File: config.mk
export PLATFORM = sky130hd
export DESIGN_NAME = aes_inv_subbytes_serial
export DESIGN_NICKNAME = d
export VERILOG_FILES = /design/src/rtl/aes_inv_subbytes_serial.sv
export SDC_FILE = /design/constraint.sdc
export NUM_CORES = 1
export LEC_CHECK = 0
export ABC_CLOCK_PERIOD_IN_PS = 17590
export BUFFER_PORTS_ARGS = -buffer_cell sky130_fd_sc_hd__buf_2
export CORE_AREA = 4 4 315 224
export DETAILED_ROUTE_END_ITERATION = 7
export DIE_AREA = 0 0 319 228
export HOLD_SLACK_MARGIN = 0.02
export MAX_ROUTING_LAYER = met4
export SETUP_SLACK_MARGIN = 0.5
export SLEW_MARGIN = 10
export SYNTH_ARGS = -nofsm -noshare
export SYNTH_HDL_FRONTEND = slang
export SYNTH_SLANG_ARGS = --single-unit
File: constraint.sdc
create_clock -name clk -period 17.59 [get_ports clk]
set_input_delay 1.759 -clock clk [delete_from_list [all_inputs] [get_ports clk]]
set_output_delay 1.759 -clock clk [all_outputs]
set_load 0.02 [all_outputs]
File: src/rtl/aes_inv_subbytes_serial.sv
// Byte-serial InvShiftRows + InvSubBytes: one inverse S-box shared across the
// 16 bytes of an AES state, with valid/ready handshakes on both sides.

module aes_inv_sbox (
  input  logic [7:0] a,
  output logic [7:0] y
);

  function automatic logic [7:0] xtime(input logic [7:0] v);
    return {v[6:0], 1'b0} ^ (v[7] ? 8'h1b : 8'h00);
  endfunction

  function automatic logic [7:0] gf_mul(input logic [7:0] p, input logic [7:0] q);
    logic [7:0] acc;
    logic [7:0] pp;
    acc = 8'h00;
    pp  = p;
    for (int i = 0; i < 8; i++) begin
      if (q[i]) acc = acc ^ pp;
      pp = xtime(pp);
    end
    return acc;
  endfunction

  // v^254 is the multiplicative inverse in GF(2^8) and maps 0 to 0
  function automatic logic [7:0] gf_inv(input logic [7:0] v);
    logic [7:0] sq;
    logic [7:0] res;
    sq  = v;
    res = 8'h01;
    for (int i = 0; i < 7; i++) begin
      sq  = gf_mul(sq, sq);
      res = gf_mul(res, sq);
    end
    return res;
  endfunction

  function automatic logic [7:0] affine_inv(input logic [7:0] v);
    return {v[6:0], v[7]} ^ {v[4:0], v[7:5]} ^ {v[1:0], v[7:2]} ^ 8'h05;
  endfunction

  always_comb begin
    y = gf_inv(affine_inv(a));
  end

endmodule

module aes_inv_subbytes_serial #(
  parameter int INV_SHIFT = 1
) (
  input  logic         clk,
  input  logic         rst_n,
  input  logic         in_valid,
  output logic         in_ready,
  input  logic [127:0] in_data,
  output logic         out_valid,
  input  logic         out_ready,
  output logic [127:0] out_data,
  output logic         busy
);

  typedef enum logic [1:0] {IDLE, BUSY, DONE} state_t;

  state_t       state, state_nx;
  logic [3:0]   cnt;
  logic [127:0] in_reg;
  logic [127:0] out_reg;
  logic [1:0]   row, col, src_col;
  logic [3:0]   src;
  logic [7:0]   sbox_in, sbox_out;

  always_ff @(posedge clk or negedge rst_n) begin
    if (!rst_n) state <= IDLE;
    else        state <= state_nx;
  end

  always_comb begin
    state_nx = state;
    case (state)
      IDLE:    if (in_valid)    state_nx = BUSY;
      BUSY:    if (cnt == 4'd15) state_nx = DONE;
      DONE:    if (out_ready)   state_nx = IDLE;
      default: state_nx = IDLE;
    endcase
  end

  always_comb begin
    in_ready  = (state == IDLE);
    busy      = (state == BUSY);
    out_valid = (state == DONE);
  end

  // Output byte k = cnt reads source byte s; byte i lives at bit offset 8*(15-i)
  assign row     = cnt[1:0];
  assign col     = cnt[3:2];
  assign src_col = col - row;
  assign src     = (INV_SHIFT != 0) ? {src_col, row} : cnt;
  assign sbox_in = in_reg[{~src, 3'b000} +: 8];

  aes_inv_sbox u_sbox (
    .a (sbox_in),
    .y (sbox_out)
  );

  always_ff @(posedge clk or negedge rst_n) begin
    if (!rst_n) begin
      cnt     <= 4'd0;
      in_reg  <= 128'd0;
      out_reg <= 128'd0;
    end else if (state == IDLE && in_valid) begin
      in_reg <= in_data;
      cnt    <= 4'd0;
    end else if (state == BUSY) begin
      out_reg[{~cnt, 3'b000} +: 8] <= sbox_out;
      cnt <= cnt + 4'd1;
    end
  end

  assign out_data = out_reg;

endmodule
==> impl.org <==
** Status
- Run status :: complete, no violations

** Placement
- The wire-length estimate of the detail-placed layout is about 63 mm.
- Setup WS pre-CTS :: -0.261 ns
- Number of port buffers :: roughly 260
- Global placement routability congestion :: 0.936

** Yosys
- Average size of a mapped cell :: just under 9 um^2
- Async set-reset flop share out of synthesis :: 1.00
- Counting flops with a built-in enable in the synthesized netlist gives 0.
- When the netlist entered floorplanning its net count stood at about 3200.
- The synthesized design contains 262 register bits.
- Among all flip-flop cells after synthesis, the most frequent one is dfrtp_1.
- During synthesis, Yosys emitted a total of 0 warnings.
- Summed instance area of the synthesized netlist :: roughly 27000 um^2
- Sequential-to-total area share from yosys stat :: 0.244
- Synth Instances :: about 3000
- Netlist cell types :: 109

** Detailed routing
- Summing over every cut layer, the via total after detailed routing is ~24000.
- Number of antenna-violating nets in the routed design :: 0
- Using the TritonRoute via totals, the vias-per-cell ratio works out to roughly 5.6.
- Before antenna repair, the detailed router went through 6 iterations.
- Starting DRC count in detailed routing :: about 2600
- Final routed wirelength across all metal layers :: 85.6 mm
- After detailed routing, the average wire length per cell comes to about 20 um.
- DRC violation count after routing :: 0

** Global routing
- Global-route met3 utilization :: 0.0418
- GR met1 Demand/Resource :: 0.349
- The number of global-route vias before repair is about 22000.
- The global routing stage identified its most utilized layer as met1.
- Global router's overall resource usage :: 0.230
- In the global route stage, met2 resource usage came out at 0.322.
- The number of antenna violations at the first check in global routing is 1.
- Entering global routing, the biggest net connects 124 pins.
- Global-route wire length before repair :: between 100 and 150 mm
- Summed over all layers, the global routing overflow is 0.

** Die
- around 260 I/O pins were placed.
- For this configuration, the core starts out at a cell density of 0.397.
- Core footprint :: roughly 68000 um^2
- The floorplan step defined a die boundary enclosing just over 70000 um^2.
- From bottom edge to top edge, the die measures roughly 230 um.
- In this run the horizontal extent of the chip is around 320 um.
- Row generation in the floorplan step produced 80 rows.

** Layout
- Number of fill cells in the layout :: 6458
- The net count of the finished layout is approximately 3500.
- From synthesis to final layout, the design area changed by 18.2%.
- Share of post-route cells with drive strength above 1 :: 0.263
- Leaving out fill and tap cells, the most frequent cell in the layout is xnor2_1.
- Most frequent cells in the layout :: 347 x xnor2_1, 324 x nor2_1, 318 x nand2_1

** Setup path
- Counting stages on the worst path, the most repeated cell is xnor3_1.
- CP startpoint kind :: flop
- Longest individual stage delay on the worst path :: 0.56 ns
- The largest individual stage delay along the critical path comes from the cell xnor3_1.
- Data arrival, critical path :: roughly 17 ns
- Of all nets on the critical path, the largest fanout is 26.
- The worst setup path is of the reg -> reg kind.
- Critical path required time :: 17.98 ns
- The worst setup path is captured at a flop.

** CTS
- Number of buffers on the longest clock path :: 3
- Clk Tree Root Cell :: clkbuf_16
- TritonCTS built the clock tree.
- In this run, post-CTS hold repair placed 0 buffers.
- The number of clock buffers added by TritonCTS is 29.
- Clock edge transition at the registers on the reported setup and hold paths :: approximately 0.060 ns
- In this run the number of H-tree levels came out at 1.
- Clock latency on the worst-skew pair, taken at its later pin, is approximately 0.57 ns.
- Clock sinks :: 262

** STA
- Based on the critical path, the design can be clocked at up to 61.3 MHz.
- Setup repair after global routing left no endpoint under its margin.
- Slew @ Worst Pin :: between 1 and 1.5 ns
- Measured against its own limit, the worst slew margin works out to 0.200.
- Final min period :: ~16 ns
- The final count of hold timing violations came to 0.
- Final setup violating endpoints :: 0
- On the final layout, the worst clock skew is roughly 0.022 ns.
- The number of max-slew violations in the final report was 0.
- Setup WS post-layout :: about 1.3 ns
- Share of the clock period used by the worst path after layout :: 0.927

** Worst hold path
- Class of the most critical hold timing path :: reg -> reg

** Job
- Max-cap violations in this run came to 0.
[per-stage QoR]
stage                      util  hold WS (ns)  cell area, um^2  setup TNS [ns]  cells
after floorplan               -         0.473            26800               0   3081
after global routing      0.469         0.498            31700               0   4275
after detailed placement  0.438         0.465            29600           -9.52   4180
final                     0.469         0.473            31700               0   4275
after CTS                 0.456         0.479            30800               0   4238
after global placement    0.438         0.455            29600         -0.0551   4180
[logic make-up after synthesis]
logic type	count (synthesis)	share of synthesized area
buffers and inverters	259	0.0412
XOR/XNOR	628	0.272
flip-flops	262	0.244
multiplexers	282	0.117
AND/OR/NAND/NOR	978	0.165
adder cells (fa/ha/maj)	9	0.00420
AO/OA/AOI/OAI	663	0.157
[metal layers]
| layer | vias to the layer above | share of wire |
|---|---|---|
| met4 | 0 | 0.013 |
| met5 | - | 0 |
| li1 | 11400 | - |
| met2 | 1061 | 0.42 |
| met3 | 88 | 0.089 |
| met1 | 11400 | 0.48 |
[final cells by class]
type / instances / area, um^2 / share of cell area
Multi-Input combinational cell: 2560 / 20000 / 0.631
Sequential cell: 262 / 6560 / 0.207
Timing Repair Buffer: 453 / 2840 / 0.0894
Tap cell: 902 / 1130 / 0.0356
Clock buffer: 39 / 803 / 0.0253
Clock inverter: 12 / 188 / 0.00592
Inverter: 46 / 176 / 0.00556
Antenna cell: 1 / 2.50 / 0.0000789
[synth_stat cells (11+ instances only)]
cell       number  area [um^2]
xnor2_1       391         3420
nor2_1        329         1230
nand2_1       318         1190
dfrtp_1       262         6560
o21ai_0       162          811
mux2_2        147         1660
a21oi_1       131          656
clkbuf_1      131          492
mux2i_1       115         1150
xor2_1         90          788
nor3_1         79          395
o21ai_1        78          390
xnor3_1        78         1760
nand3_1        69          345
o22ai_1        47          294
buf_2          46          230
inv_1          36          135
xnor2_2        36          586
a31oi_1        31          194
o211ai_1       28          210
a211oi_1       24          180
and2_1         24          150
a22oi_1        21          158
and3_1         21          131
buf_1          21         78.8
nand2b_1       21          131
nor4_1         17          106
nor2b_1        15         93.8
nand4_1        14         87.6
or3_1          14         87.6
o2bb2ai_1      12          105
or2_2          12         75.1
xor2_2         11          179
[critical path: cells and delay by family, from the launching register on]
kind                     cells  cell delay, ns
adder cells (fa/ha/maj)      2            0.61
XOR/XNOR                    25            7.97
buffers and inverters        9            1.50
multiplexers                 2            0.41
AO/OA/AOI/OAI                8            1.47
AND/OR/NAND/NOR             16            3.71
flip-flops                   1            0.44
[worst paths after layout]
path | cells past startpoint | endpoint | slack (ns) | startpoint
hold / removal | 2 | out_data[111] | 0.47 | out_data[111]
hold reg to reg | 2 | out_data[111] | 0.47 | out_data[111]
min in group asynchronous | 1 | in_reg[3] | 1.26 | rst_n
setup / recovery | 62 | out_data[99] | 1.28 | cnt[2]
setup reg to reg | 62 | out_data[99] | 1.28 | cnt[2]
max in group asynchronous | 2 | in_reg[105] | 14.80 | rst_n
[timing repair]
item / CTS / global route
endpoints found under the setup margin: 128 / 128
buffers inserted: 7 / 36
gates resized for setup: 18 / 100
pin swaps: 4 / 24
Power is not shown: default switching activity piles up to over one toggle a cycle in this logic, so the estimate is an artifact.
